--- config.mk ---
export PLATFORM = sky130hd
export DESIGN_NAME = add_reducer_scheduler
export DESIGN_NICKNAME = d
export VERILOG_FILES = /design/src/rtl/add_reducer_scheduler.sv
export SDC_FILE = /design/constraint.sdc
export NUM_CORES = 1
export LEC_CHECK = 0
export CAP_MARGIN = 20
export CORE_AREA = 2 2 257 259
export DETAILED_ROUTE_END_ITERATION = 7
export DIE_AREA = 0 0 259 261
export GPL_TIMING_DRIVEN = 0
export SETUP_SLACK_MARGIN = 0.02
export SYNTH_ARGS = -nofsm -noshare
export SYNTH_HDL_FRONTEND = slang
export SYNTH_SLANG_ARGS = --single-unit
--- constraint.sdc ---
create_clock -name clock -period 3.8 [get_ports clock]
set_clock_uncertainty 0.15 [all_clocks]
set_input_delay 0.57 -clock clock [delete_from_list [all_inputs] [get_ports clock]]
set_output_delay 0.57 -clock clock [all_outputs]
set_load 0.005 [all_outputs]
--- src/rtl/add_reducer_scheduler.sv ---
// Job sequencer for a pipelined 8-input add reducer: streams beats out, tags them
// through a latency-matched shift register, and accumulates the tagged reductions.
module add_reducer_scheduler #(
  parameter int WORD_WIDTH      = 36,
  parameter int ADDENDS         = 8,
  parameter int REDUCER_LATENCY = 3,
  parameter int COUNT_WIDTH     = 8
) (
  input  logic                          clock,
  input  logic                          reset,
  input  logic                          start,
  input  logic [COUNT_WIDTH-1:0]        beat_count,
  output logic                          busy,
  input  logic                          in_valid,
  output logic                          in_ready,
  input  logic [ADDENDS*WORD_WIDTH-1:0] in_addends,
  output logic [ADDENDS*WORD_WIDTH-1:0] red_addends,
  input  logic [WORD_WIDTH-1:0]         red_reduction,
  output logic                          result_valid,
  input  logic                          result_ready,
  output logic [WORD_WIDTH-1:0]         result
);

  typedef enum logic [1:0] {IDLE, FEED, DRAIN, DONE} state_t;

  state_t                     state_q, state_d;
  logic [COUNT_WIDTH-1:0]     cnt_q, cnt_d;
  logic [WORD_WIDTH-1:0]      acc_q, acc_d;
  logic [WORD_WIDTH-1:0]      result_q, result_d;
  logic [REDUCER_LATENCY-1:0] tag_q, tag_d;
  logic [REDUCER_LATENCY-1:0] tag_rest;
  logic                       tag_in, tag_out, last_tag;

  always_ff @(posedge clock or posedge reset) begin
    if (reset) begin
      state_q  <= IDLE;
      cnt_q    <= '0;
      acc_q    <= '0;
      result_q <= '0;
      tag_q    <= '0;
    end else begin
      state_q  <= state_d;
      cnt_q    <= cnt_d;
      acc_q    <= acc_d;
      result_q <= result_d;
      tag_q    <= tag_d;
    end
  end

  always_comb begin
    state_d     = state_q;
    cnt_d       = cnt_q;
    acc_d       = acc_q;
    result_d    = result_q;
    tag_in      = 1'b0;
    in_ready    = 1'b0;
    red_addends = '0;

    tag_out  = tag_q[REDUCER_LATENCY-1];
    tag_rest = tag_q;
    tag_rest[REDUCER_LATENCY-1] = 1'b0;
    last_tag = tag_out && (tag_rest == '0);

    // Untagged reducer output is ignored; tags die on reset, discarding in-flight beats.
    if (tag_out) acc_d = acc_q + red_reduction;

    unique case (state_q)
      IDLE: begin
        if (start) begin
          acc_d = '0;
          if (beat_count != '0) begin
            cnt_d   = beat_count;
            state_d = FEED;
          end else begin
            result_d = '0;
            state_d  = DONE;
          end
        end
      end
      FEED: begin
        in_ready = 1'b1;
        if (in_valid) begin
          red_addends = in_addends;
          tag_in      = 1'b1;
          cnt_d       = cnt_q - 1'b1;
          if (cnt_q == COUNT_WIDTH'(1)) state_d = DRAIN;
        end
      end
      DRAIN: begin
        if (last_tag) begin
          result_d = acc_d;
          state_d  = DONE;
        end
      end
      DONE: begin
        if (result_ready) state_d = IDLE;
      end
      default: state_d = IDLE;
    endcase

    // Shift then insert keeps this valid for a single-stage pipe as well.
    tag_d    = tag_q << 1;
    tag_d[0] = tag_in;
  end

  assign busy         = (state_q != IDLE);
  assign result_valid = (state_q == DONE);
  assign result       = result_q;

endmodule

# ---- Word-level counts from Yosys, hierarchy flattened
# Cells that the tools add are included.
dict set report word_totals {
  out_inout_bits 327
  ram_bits 0
  memories 0
  mem_bits_ro 0
  in_bits 337
  latchBits 0
  elab_cells 51
  register_bits 85
}
dict set report classes {
  shift 0
  reduce_logical 10
  bitwise 0
  muxes 23
  n_lt_le_gt_ge 0
  eq_ne 11
  n_div 0
  add_sub_neg 2
  mul 0
}
# op count
set ops {}
lappend ops {{288-bit two-way mux} 2}
lappend ops {{36-bit two-way mux} 6}
lappend ops {{36-bit case mux with 2 select lines} 1}
lappend ops {{36-bit adder} 1}
lappend ops {{8-bit two-way mux} 3}
lappend ops {{8-bit case mux with 2 select lines} 1}
lappend ops {{2-bit two-way mux} 6}
lappend ops {{2-bit != test, second input constant} 6}
lappend ops {{8-bit by 1-bit equality test with 1-bit output, second input constant} 1}
lappend ops {{2-bit case mux with 4 select lines} 1}
lappend ops {{4-bit AND reduction} 2}
lappend ops {{8-bit nonzero test} 1}
lappend ops {{8-bit by 1-bit subtractor with 8-bit output, second input constant} 1}
lappend ops {{2-bit nonzero test} 3}
lappend ops {{5-bit AND reduction} 1}
lappend ops {{2-bit equality test, second input constant} 2}
lappend ops {{2-bit logical NOT} 2}
lappend ops {{1-bit two-way mux} 3}
lappend ops {{2-bit by 1-bit equality test with 1-bit output, second input constant} 1}
lappend ops {{2-bit by 1-bit != test with 1-bit output, second input constant} 1}
lappend ops {{1-bit logical AND} 1}

# ---- Logic depth before layout (Yosys ltp)
# Gate-level depths: netlist (run 1).
dict set report logic_depth {
  depth_word 4
  mapped_depth 10
  mapped_depth_nobuf 10
}

# ---- Worst setup path after synthesis (run 1)
# Ideal clock, no wire load.
dict set report synth_timing {
  path_kind {in2reg}
  startpoint {input red_reduction[0]}
  endpoint {register result_q[26] (netlist: result[26])}
  setup_ns 0.130
  required_ns 3.520
  arrival_time_ns 2.710
  stages 10
  setup_slack_ns 0.810
  n_path_buf 0
  path_cell_list {ha_1 > fa_1 > a21o_1 > a311o_1 > nand4_2 > a31oi_4 > o21bai_2 > mux2_4 > a221oi_2 > o21ai_1}
}
dict set report synth_between {
  elab_chain_len 4
}
# item line
set synth_rtl {}
lappend synth_rtl {{start: declaration} 18} ;# input logic [WORD_WIDTH-1:0] red_reduction,
lappend synth_rtl {{36-bit adder} 65} ;# if (tag_out) acc_d = acc_q + red_reduction;
lappend synth_rtl {{36-bit two-way mux} 65}
lappend synth_rtl {{36-bit two-way mux} 90} ;# if (last_tag) begin
lappend synth_rtl {{36-bit case mux with 2 select lines} 67} ;# unique case (state_q)
lappend synth_rtl {{end signal: assignment} 45} ;# result_q <= result_d;
lappend synth_rtl {{end: declaration} 29} ;# logic [WORD_WIDTH-1:0] result_q, result_d;
# No other way between the ends. The select of a mux whose other input is x is not followed.
# A chain may end at the register's enable or synchronous reset.

# ---- Final worst setup path (run 1)
dict set report layout_timing {
  startpoint {register state_q[1]}
  endpoint {output red_addends[25]}
}
dict set report layout_between {
  elab_chain_len 2
}
# item line
set layout_rtl {}
lappend layout_rtl {{start: declaration} 26} ;# state_t state_q, state_d;
lappend layout_rtl {{start signal: assignment} 42} ;# state_q <= state_d;
lappend layout_rtl {{2-bit by 1-bit equality test with 1-bit output} 67}
lappend layout_rtl {{288-bit two-way mux} 67}
lappend layout_rtl {{end: declaration} 17} ;# output logic [ADDENDS*WORD_WIDTH-1:0] red_addends,
# No other way between the ends.

==> Flow_metrics.wiki, run 1 <==
{| class="wikitable"
! Metric !! Value
|-
| Data required time at the worst endpoint || a little over 3 ns
|-
| Number of global-route vias before repair || about 11000
|-
| Sequential Power Share || about 17%
|-
| Total of flip-flops plus latches after synthesis || 85
|-
| Signal arrival time at the worst endpoint || ~3 ns
|-
| Top cells by area, synth || sky130_fd_sc_hd__dfrtp_1 (27%), sky130_fd_sc_hd__and3_1 (24%), sky130_fd_sc_hd__ha_1 (6.7%), sky130_fd_sc_hd__nand2_1 (4.3%), sky130_fd_sc_hd__clkbuf_1 (4.0%)
|-
| Clock group share of total power || 10.4%
|-
| Overall routing resource usage || between 20% and 30%
|-
| Crit share post-route || between 90 and 100%
|-
| Overflow after GRT || 0
|-
| Number of pins with negative max-slew slack in the final report || 0
|-
| Min-Delay Path Class || reg2reg
|-
| Worst relative slew slack || ~30%
|-
| Total power divided by cell area || 558.7 nW/um^2
|-
| DR iter-0 viols || between 700 and 800
|-
| Chip Height || around 260 um
|-
| Category of the worst setup path capture point || output port
|-
| Num rows || 94
|-
| Routed WL || ~78 mm
|-
| Number of vias in the routed layout || 11060
|-
| Category of the critical setup timing path || reg2out
|-
| Final Hold Fails || 0
|-
| Number of warnings printed during yosys synthesis || 0
|-
| Static leakage || ~7.3 nW
|-
| Global-route wire length before repair || roughly 100 mm
|-
| Detailed-route vias per instance || 4.315
|-
| Inserted Clock Buffers || 9
|-
| Register area share after synthesis || a little over a quarter
|-
| Number of sinks driven by the clock tree || 85
|-
| I/O pin cnt || around 660
|-
| Horizontal extent of the die || about 260 um
|-
| Non-filler instance count after layout || 2563
|-
| Clock root buffer || sky130_fd_sc_hd__clkbuf_16
|-
| Fraction of power spent switching nets || 47.30%
|-
| Transition at the pin with the smallest max-transition slack || approximately 1.1 ns
|-
| Max Root-Sink Buffers || 2
|-
| Uppermost metal layer occupied by signal nets || met5
|-
| Area share of the largest cell type after synthesis || 27.30%
|-
| Async set or reset register ratio after synthesis || 100.0%
|-
| Result of the run || complete, no violations
|-
| Number of buffers added for setup after CTS || 0
|-
| Clk Latency, worst-skew pair || approximately 0.37 ns
|-
| Internal Pwr Total || 0.004685 W
|-
| Number of nets in the final layout || between 2000 and 2500
|-
| H-tree levels || 3
|-
| Number of maximum-capacitance constraint violations || 0
|-
| Setup-failing EPs final || 0
|-
| Syn_area_per_cell || slightly below 8 sq um
|-
| Synth-to-layout area growth || 104.2%
|-
| Post-route met1 wirelength || around 29 mm
|-
| Routed wl met2 || about 37 mm
|-
| Minimum clock period || 3.695 ns
|-
| TritonCTS clock tree || built
|-
| EDFF count, synth || 0
|-
| Unique masters post-synth || 71
|-
| Combined area of all synthesized cells || approximately 7800 sq um
|-
| Largest fanout of any net on the critical path || 10
|-
| # DRC || 0
|-
| WL met3 || a little under 10 mm
|-
| Unrepaired setup endpoints after global routing || yes
|-
| Number of nets still failing antenna checks after routing || 0
|-
| Number of placed cells counting well taps || roughly 2500
|-
| Highest Clock Rate || ~270 MHz
|-
| Die Outline Area || about 68000 sq um
|-
| Post-Synthesis Cells || between 1000 and 1500
|-
| RD Place Congestion || between 0.9 and 1
|-
| Initial standard-cell utilization of the core || a little under an eighth
|-
| Fin Setup TNS || 0 ns
|-
| Most instantiated flip-flop cell in the synthesis netlist || sky130_fd_sc_hd__dfrtp_1
|-
| Power share of the combinational group || between 70% and 80%
|-
| Share of final-layout standard cells stronger than drive strength 1 || 4.374%
|-
| Worst-path clk slew || ~0.060 ns
|-
| Library cell occupying the most area in the post-synthesis netlist || sky130_fd_sc_hd__dfrtp_1
|-
| Average detailed-routed wire length per instance || just over 30 um
|-
| Post-synth net total || 1392
|-
| TritonRoute pass-1 iters || 5
|-
| Count of port buffers added during placement || 663
|-
| Placeable core region || around 65000 sq um
|-
| Launching element type of the critical path || register
|-
| HPWL reported at the end of detailed placement || about 71 mm
|-
| Initial antenna violation count || between 50 and 60
|-
| Maximum number of pins on one net before global-route repair || 49
|-
| Maximum vdd ir drop || around 0.26 mV
|-
| Worst hold slack after final layout || about 0.22 ns
|-
| Switching pwr || 0.004204 W
|}
[stage by stage]
stage / cell area (sq um) / utilization [%] / power, W / setup WS [ns]
2_1_floorplan: 7792 / - / 0.004494 / 0.8102
3_3_place_gp: 15510 / 23.85 / 0.007904 / -0.8467
3_5_place_dp: 15540 / 23.89 / 0.007982 / -0.8688
4_1_cts: 15860 / 24.39 / 0.008959 / 0.02735
5_1_grt: 15900 / 24.45 / 0.009488 / 0.01432
6_report: 15910 / 24.46 / 0.008889 / 0.1052
[registers in the layout, summed over array words and instances, names as in the netlist, named ones only]
signal / flops
result: 36
acc_q: 35
cnt_q: 8
tag_q: 3
state_q: 2
[cell families after synthesis]
family | count (synthesis) | synth area share [%]
adders and majority gates | 43 | 7.001
AOI/OAI and AO/OA | 207 | 17.66
DFF | 85 | 27.30
muxes | 30 | 3.966
xor gates and xnor gates | 20 | 2.248
buffers and inverters | 112 | 5.443
and+or+nand+nor | 515 | 36.38
[timing repair]
action	4_1_cts	5_1_grt
setup endpoints to repair	260	39
resized for setup	34	24
hold buffers	0	0
pin swaps	0	0
[worst max-delay path, cell delays in order (launching register included)]
cell and delay (ns):
sky130_fd_sc_hd__dfrtp_1 0.41, sky130_fd_sc_hd__inv_1 0.11, sky130_fd_sc_hd__ha_1 0.28, sky130_fd_sc_hd__clkbuf_4 0.30, sky130_fd_sc_hd__buf_1 0.43, sky130_fd_sc_hd__and3_1 0.31
sky130_fd_sc_hd__clkdlybuf4s50_1 0.76
[power by group through the flow]
stage | combinational, W | clock (W) | sequential, W
6_report | 0.00642 | 0.000929 | 0.00154
5_1_grt | 0.00689 | 0.000999 | 0.00160
4_1_cts | 0.00645 | 0.000959 | 0.00155
3_5_place_dp | 0.00642 | 0 | 0.00156
3_3_place_gp | 0.00636 | 0 | 0.00154
2_1_floorplan | 0.00298 | 0 | 0.00151
[final timing paths]
path	slack, ns	depth (start not counted)	start	end
worst max-delay path	0.11	6	state_q[1]	red_addends[25]
worst min-delay path	0.22	0	tag_q[1]	tag_q[2]
worst max register to register	0.58	10	acc_q[0]	result[26]
worst min register to register	0.22	0	tag_q[1]	tag_q[2]
max in group asynchronous	2.39	3	reset	result[29]
min in group asynchronous	0.45	2	reset	result[4]
[cell usage after synthesis, types with 4 or more instances]
master	n
sky130_fd_sc_hd__mux2i_1	26
sky130_fd_sc_hd__o211ai_1	6
sky130_fd_sc_hd__nor3_1	9
sky130_fd_sc_hd__a21o_1	19
sky130_fd_sc_hd__o22ai_1	7
sky130_fd_sc_hd__or3_1	4
sky130_fd_sc_hd__and3_1	297
sky130_fd_sc_hd__xor2_1	11
sky130_fd_sc_hd__inv_1	19
sky130_fd_sc_hd__clkbuf_1	84
sky130_fd_sc_hd__dfrtp_1	85
sky130_fd_sc_hd__a211oi_1	4
sky130_fd_sc_hd__nor2_1	62
sky130_fd_sc_hd__nand4_1	7
sky130_fd_sc_hd__ha_1	42
sky130_fd_sc_hd__o21ai_1	24
sky130_fd_sc_hd__a21oi_1	56
sky130_fd_sc_hd__nand3_1	17
sky130_fd_sc_hd__o21a_1	7
sky130_fd_sc_hd__buf_1	4
sky130_fd_sc_hd__nand2_1	89
sky130_fd_sc_hd__nand2b_1	8
sky130_fd_sc_hd__a21oi_2	4
sky130_fd_sc_hd__o21bai_1	7
sky130_fd_sc_hd__and2_1	6
sky130_fd_sc_hd__xnor2_1	9
sky130_fd_sc_hd__o21ai_0	32
[cell type report]
| type | count | area (sq um) |
|---|---|---|
| Sequential cell | 85 | 2127 |
| Antenna cell | 7 | 17.52 |
| Clock inverter | 6 | 62.56 |
| Tap cell | 864 | 1081 |
| Timing Repair Buffer | 664 | 6671 |
| Buffer | 91 | 386.6 |
| Clock buffer | 10 | 239.0 |
| Inverter | 21 | 81.33 |
| Multi-Input combinational cell | 815 | 5244 |
| Fill cell | 7108 | 49130 |
[routing by layer]
layer	up-vias	GRT usage, %
met2	550	37.84
met5	-	0
li1	5028	-
met4	54	5.604
met3	137	11.12
met1	5291	23.85
[layout by cell type (no fill, tap or decap), types with 8 or more instances in the layout]
cell type	instances
sky130_fd_sc_hd__a21oi_1	56
sky130_fd_sc_hd__o21ai_1	24
sky130_fd_sc_hd__xnor2_1	9
sky130_fd_sc_hd__inv_1	18
sky130_fd_sc_hd__nand2b_1	8
sky130_fd_sc_hd__clkbuf_1	62
sky130_fd_sc_hd__and3_1	295
sky130_fd_sc_hd__xor2_1	11
sky130_fd_sc_hd__nand2_1	89
sky130_fd_sc_hd__clkbuf_16	9
sky130_fd_sc_hd__a21o_1	19
sky130_fd_sc_hd__nand3_1	17
sky130_fd_sc_hd__mux2i_1	26
sky130_fd_sc_hd__dlymetal6s2s_1	9
sky130_fd_sc_hd__clkbuf_2	15
sky130_fd_sc_hd__dfrtp_1	85
sky130_fd_sc_hd__clkdlybuf4s50_1	642
sky130_fd_sc_hd__o21ai_0	32
sky130_fd_sc_hd__dlygate4sd2_1	12
sky130_fd_sc_hd__nor2_1	62
sky130_fd_sc_hd__ha_1	42
sky130_fd_sc_hd__nor3_1	9
No activity file was read; power rests on OpenSTA's default activity.
==> run 2, diff against run 1 <==
--- a/config.mk
+++ b/config.mk
@@ -5,7 +5,6 @@
 export SDC_FILE = /design/constraint.sdc
 export NUM_CORES = 1
 export LEC_CHECK = 0
-export CAP_MARGIN = 20
 export CORE_AREA = 2 2 257 259
 export DETAILED_ROUTE_END_ITERATION = 7
 export DIE_AREA = 0 0 259 261
==> run 2 against run 1 <==
Net effect: global-route usage unchanged; die area unchanged; routed wire length unchanged; cell count unchanged; largest power group unchanged; clock power about the same.
==> Flow_metrics.wiki, run 2 (same netlist as run 1, synthesis figures left out) <==
{| class="wikitable"
! Metric !! Value
|-
| Worst-case setup margin in the final layout || ~0.11 ns
|-
| Number of sinks driven by the clock tree || 85
|-
| Area after DPL || 15540 sq um
|-
| Total power divided by cell area || ~560 nW/um^2
|-
| Number of global-route vias before repair || around 11000
|-
| Horizontal extent of the die || approximately 260 um
|-
| Largest fanout of any net on the critical path || 10
|-
| Cts-stage hold buffer count || 0
|-
| Overall routing resource usage || a little over a fifth
|-
| Worst-path clk slew || approximately 0.060 ns
|-
| Chip Height || 261 um
|-
| RD Place Congestion || between 0.9 and 1
|-
| Top library cells by usage in the layout, fill and taps aside || sky130_fd_sc_hd__clkdlybuf4s50_1 (642), sky130_fd_sc_hd__and3_1 (295), sky130_fd_sc_hd__nand2_1 (89), sky130_fd_sc_hd__dfrtp_1 (85)
|-
| Leading cell type in the layout, fill and taps excluded || sky130_fd_sc_hd__clkdlybuf4s50_1
|-
| HPWL reported at the end of detailed placement || about 71 mm
|-
| Category of the critical setup timing path || reg2out
|-
| Number of flip-flops in the largest register || 36
|-
| Average detailed-routed wire length per instance || 30.31 um
|-
| Number of fill cells || a little over 7000
|-
| Multi-input combinational cell area || ~5200 sq um
|-
| Met1 global-route usage || 23.85%
|-
| Min-Delay Path Class || reg2reg
|-
| Crit share post-route || a little under 100%
|-
| Minimum clock period || roughly 3.7 ns
|-
| Total chip power || 0.008889 W
|-
| Initial standard-cell utilization of the core || between 10% and 20%
|-
| Setup-failing EPs final || 0
|-
| Share of the core filled with cells || between 20 and 25%
|-
| DR iter-0 viols || slightly above 700
|-
| Unrepaired setup endpoints after global routing || yes
|-
| Highest Clock Rate || ~270 MHz
|-
| GRT met3 Usage || 11.12%
|-
| Clock group share of total power || 10.4%
|-
| Num rows || 94
|-
| Maximum number of pins on one net before global-route repair || between 40 and 50
|-
| Max Root-Sink Buffers || 2
|-
| Fraction of power spent switching nets || 47.30%
|-
| Worst relative slew slack || between 20% and 30%
|-
| Number of nets in the final layout || slightly above 2000
|-
| Share of final-layout standard cells stronger than drive strength 1 || 4.374%
|-
| Number of pins with negative max-slew slack in the final report || 0
|-
| TritonCTS clock tree || built
|-
| Setup WS pre-CTS || -0.8688 ns
|-
| Count of port buffers added during placement || 663
|-
| Transition at the pin with the smallest max-transition slack || about 1.1 ns
|-
| H-tree levels || 3
|-
| Synth-to-layout area growth || 104.2%
|-
| Detailed-route vias per instance || around 4.3
|-
| Launching element type of the critical path || register
|-
| Number of maximum-capacitance constraint violations || 0
|-
| Inserted Clock Buffers || 9
|-
| Number of nets still failing antenna checks after routing || 0
|-
| Die Outline Area || between 60000 and 70000 sq um
|-
| Clk Latency, worst-skew pair || between 0.3 and 0.4 ns
|-
| Internal Pwr Total || roughly 0.0047 W
|-
| TritonRoute pass-1 iters || 5
|-
| Static leakage || between 7 and 8 nW
|-
| R2R Setup Slk || 0.58 ns
|-
| Footprint of the flip-flops and latches || around 2100 sq um
|-
| # DRC || 0
|-
| Power share of the combinational group || 72.2%
|-
| Busiest grt layer || met2
|-
| Routed WL || approximately 80 mm
|-
| Clock root buffer || sky130_fd_sc_hd__clkbuf_16
|-
| Switching pwr || around 0.0042 W
|-
| Maximum vdd ir drop || 0.2646 mV
|-
| Fin area || around 16000 sq um
|-
| Signal arrival time at the worst endpoint || ~3.0 ns
|-
| Number of vias in the routed layout || approximately 11000
|-
| Initial antenna violation count || 52
|-
| Placeable core region || between 60000 and 70000 sq um
|-
| Final Hold Fails || 0
|-
| Result of the run || complete, no violations
|-
| Met2 track demand over resource in global routing || between 30% and 40%
|-
| Overflow after GRT || 0
|-
| Data required time at the worst endpoint || ~3 ns
|-
| Sequential Power Share || between 15 and 20%
|-
| I/O pin cnt || around 660
|-
| Category of the worst setup path capture point || output port
|-
| Global-route wire length before repair || ~100 mm
|}
## run 2: cell counts in the layout (fill, tap and decap cells not counted)
No cell type changed its count.
## run 2: power groups by stage
stage	sequential, W	combinational, W	clock, W
after floorplan	0.00151	0.00298	0
after global placement	0.00154	0.00636	0
after detailed placement	0.00156	0.00642	0
after CTS	0.00155	0.00645	0.000959
after global routing	0.00160	0.00689	0.000999
final	0.00154	0.00642	0.000929
## run 2: metal layers
| layer | vias up | share of wire (%) |
|---|---|---|
| met1 | 5291 | 37 |
| li1 | 5028 | - |
| met2 | 550 | 47 |
| met5 | - | 0.43 |
| met3 | 137 | 12 |
| met4 | 54 | 2.7 |
## run 2: area by class of cell
cell class / instances / area share (%)
Clock inverter: 6 / 0.3932
Multi-Input combinational cell: 815 / 32.96
Sequential cell: 85 / 13.37
Timing Repair Buffer: 664 / 41.93
Inverter: 21 / 0.5112
Clock buffer: 10 / 1.502
Buffer: 91 / 2.430
Tap cell: 864 / 6.795
Antenna cell: 7 / 0.1101
## run 2: worst paths after layout
path,endpoint,start,cells after the start
worst min register to register,tag_q[2],tag_q[1],0
worst max register to register,result[26],acc_q[0],10
worst min-delay path,tag_q[2],tag_q[1],0
max in group asynchronous,result[29],reset,3
worst max-delay path,red_addends[25],state_q[1],6
min in group asynchronous,result[4],reset,2
## run 2: through the flow
step / std cells / setup TNS, ns / hold WS (ns)
2_1_floorplan: 1012 / 0 / 0.1961
3_3_place_gp: 2539 / -176.73 / 0.2082
3_5_place_dp: 2540 / -112.58 / 0.2060
4_1_cts: 2556 / 0 / 0.2207
5_1_grt: 2560 / 0 / 0.2350
6_report: 2563 / 0 / 0.2178
## run 2: repair_timing
action | 4_1_cts | 5_1_grt
setup buffers | 0 | 0
gates resized for setup | 34 | 24
hold endpoints to repair | 0 | 0
endpoints found under the setup margin | 260 | 39
pin swaps | 0 | 0
## run 2: critical path: stages, from the launching register on
cell and delay [ns]:
sky130_fd_sc_hd__dfrtp_1 0.41, sky130_fd_sc_hd__inv_1 0.11, sky130_fd_sc_hd__ha_1 0.28, sky130_fd_sc_hd__clkbuf_4 0.30, sky130_fd_sc_hd__buf_1 0.43, sky130_fd_sc_hd__and3_1 0.31
sky130_fd_sc_hd__clkdlybuf4s50_1 0.76
==> run 3, diff against run 2 <==
--- a/config.mk
+++ b/config.mk
@@ -8,6 +8,7 @@
 export CORE_AREA = 2 2 257 259
 export DETAILED_ROUTE_END_ITERATION = 7
 export DIE_AREA = 0 0 259 261
+export GPL_ROUTABILITY_DRIVEN = 0
 export GPL_TIMING_DRIVEN = 0
 export SETUP_SLACK_MARGIN = 0.02
 export SYNTH_ARGS = -nofsm -noshare
==> run 3 against run 2 <==
Net effect: combinational power fell by 0.9%; sequential cell count unchanged; utilization about the same; highest routed layer unchanged; sequential power about the same; hold slack gained 0.0022 ns; worst setup slack better by 0.041 ns; via count up 1.7%; die area did not move; cell count about the same; routed wire length down 2.1%; critical path depth unchanged.
==> Flow_metrics.wiki, run 3 (same netlist as run 1, synthesis figures left out) <==
{| class="wikitable"
! Metric !! Value
|-
| Number of buffers added for setup after CTS || 0
|-
| Global-route wire length before repair || about 100 mm
|-
| Number of vias in the routed layout || 11247
|-
| Synth-to-layout area growth || 104.0%
|-
| Data required time at the worst endpoint || slightly above 3 ns
|-
| Unrepaired setup endpoints after global routing || no
|-
| Largest fanout of any net on the critical path || 10
|-
| Min-Delay Path Class || reg2reg
|-
| Maximum number of pins on one net before global-route repair || 65
|-
| Non-filler instance count after layout || 2564
|-
| Number of maximum-capacitance constraint violations || 0
|-
| Clk Latency, worst-skew pair || roughly 0.36 ns
|-
| I/O pin cnt || between 600 and 700
|-
| Minimum clock period || between 3 and 4 ns
|-
| Overall routing resource usage || between 20% and 30%
|-
| Crit share post-route || 96.14%
|-
| Fin area || roughly 16000 sq um
|-
| Maximum vdd ir drop || approximately 0.27 mV
|-
| DR iter-0 viols || 811
|-
| Total power divided by cell area || between 500 and 600 nW/um^2
|-
| Number of flip-flops in the largest register || 36
|-
| H-tree levels || 3
|-
| HPWL reported at the end of detailed placement || a little under 70 mm
|-
| Chip Height || between 200 and 300 um
|-
| Setup-failing EPs final || 0
|-
| Horizontal extent of the die || about 260 um
|-
| Number of pins with negative max-slew slack in the final report || 0
|-
| Number of fill cells || between 7000 and 8000
|-
| Max Root-Sink Buffers || 2
|-
| Signal arrival time at the worst endpoint || roughly 2.9 ns
|-
| Critical-path cell list || clkdlybuf4s50_1 -> clkbuf_4 -> clkbuf_2 -> clkbuf_1 -> and3_1 -> clkdlybuf4s50_1
|-
| Footprint of the flip-flops and latches || roughly 2100 sq um
|-
| Leading cell type in the layout, fill and taps excluded || sky130_fd_sc_hd__clkdlybuf4s50_1
|-
| Share of final-layout standard cells stronger than drive strength 1 || approximately 4.3%
|-
| Inserted Clock Buffers || 9
|-
| # DRC || 0
|-
| Multi-input combinational cell area || between 5000 and 6000 sq um
|-
| Worst hold slack after final layout || 0.2200 ns
|-
| Routed WL || between 70 and 80 mm
|-
| Number of placed cells counting well taps || 2540
|-
| Final Hold Fails || 0
|-
| Launching element type of the critical path || primary input
|-
| Placeable core region || about 65000 sq um
|-
| Worst-path clk slew || roughly 0.070 ns
|-
| Worst relative slew slack || a little under two fifths
|-
| TritonCTS clock tree || built
|-
| Average detailed-routed wire length per instance || between 20 and 30 um
|-
| Initial antenna violation count || 40
|-
| Number of nets still failing antenna checks after routing || 0
|-
| Num rows || between 90 and 100
|-
| Clock root buffer || sky130_fd_sc_hd__clkbuf_16
|-
| Detailed-route vias per instance || 4.387
|-
| Worst stage delay on the critical path || approximately 0.66 ns
|-
| Highest Clock Rate || about 270 MHz
|-
| Result of the run || complete, no violations
|-
| Die Outline Area || 67600 sq um
|-
| Critical-path cell with the highest stage delay || sky130_fd_sc_hd__clkdlybuf4s50_1
|-
| Category of the critical setup timing path || in2out
|-
| Count of port buffers added during placement || 663
|-
| TritonRoute pass-1 iters || 5
|-
| Overflow after GRT || 0
|-
| Number of global-route vias before repair || approximately 11000
|-
| Transition at the pin with the smallest max-transition slack || 0.9280 ns
|-
| Number of sinks driven by the clock tree || 85
|-
| Number of nets in the final layout || about 2100
|-
| Initial standard-cell utilization of the core || roughly an eighth
|-
| Static leakage || slightly above 7 nW
|-
| Category of the worst setup path capture point || output port
|-
| Cell with the most instances on the worst path || sky130_fd_sc_hd__clkdlybuf4s50_1
|-
| Top library cells by usage in the layout, fill and taps aside || sky130_fd_sc_hd__clkdlybuf4s50_1 (650), sky130_fd_sc_hd__and3_1 (293), sky130_fd_sc_hd__nand2_1 (89), sky130_fd_sc_hd__dfrtp_1 (85), sky130_fd_sc_hd__clkbuf_1 (66)
|-
| Area after DPL || 15540 sq um
|}
-- run 3: cell types whose count changed in the layout (fill, tap and decap cells not counted), sizes merged --
cell / previous run / this run
clkdlybuf4s50: 642 / 650
clkinv: 5 / 0
dlymetal6s2s: 9 / 4
inv: 21 / 26
dlygate4sd2: 12 / 9
clkinvlp: 0 / 2
buf: 9 / 8
bufinv: 1 / 0
diode: 7 / 8
-- run 3: what timing repair did --
action,CTS,global route
pin swaps,0,0
endpoints found under the setup margin,275,19
gates resized for setup,32,14
hold buffers,0,0
-- run 3: final timing paths --
| check | to | depth (start not counted) | from | slack [ns] |
|---|---|---|---|---|
| max reg2reg | result[26] | 10 | acc_q[0] | 0.59 |
| min | tag_q[1] | 0 | tag_q[0] | 0.22 |
| max in group asynchronous | acc_q[20] | 3 | reset | 2.47 |
| min in group asynchronous | result[0] | 2 | reset | 0.38 |
| max | red_addends[179] | 6 | in_valid | 0.15 |
| min reg2reg | tag_q[1] | 0 | tag_q[0] | 0.22 |
-- run 3: critical path, delay by kind of cell --
family	cells	cell delay, ns
buffers and inverters	5	2.12
AND/OR/NAND/NOR	1	0.22
-- run 3: metrics by stage --
stage	setup TNS (ns)	worst slack, ns	utilization (%)	power (W)
5_1_grt	0	0.02125	24.42	0.009406
4_1_cts	0	0.02211	24.38	0.008838
6_report	0	0.1467	24.44	0.008816
3_5_place_dp	-102.04	-0.8326	23.89	0.007889
2_1_floorplan	0	0.8102	-	0.004494
3_3_place_gp	-151.94	-0.7978	23.85	0.007767
-- run 3: layout make-up --
type                            instances  area share, %
Inverter                               21         0.5117
Clock buffer                            9          1.417
Timing Repair Buffer                  664          41.92
Clock inverter                          7         0.4015
Sequential cell                        85          13.38
Multi-Input combinational cell        815          33.01
Antenna cell                            8         0.1260
Tap cell                              864          6.802
Buffer                                 91          2.432
-- run 3: power by group --
group | leakage [nW] | switching (W) | total (W) | internal, W
logic | 5.92 | 0.00349 | 0.00636 | 0.00287
clock network | 0.137 | 0.000439 | 0.000899 | 0.000460
registers | 1.12 | 0.000267 | 0.00156 | 0.00129
-- run 3: routing by layer --
layer	track usage [%]	share of wire, %	vias up
li1	-	-	5032
met2	36.40	47	656
met3	9.456	11	131
met4	6.551	3.3	28
met1	24.36	38	5400
met5	0	0.24	-
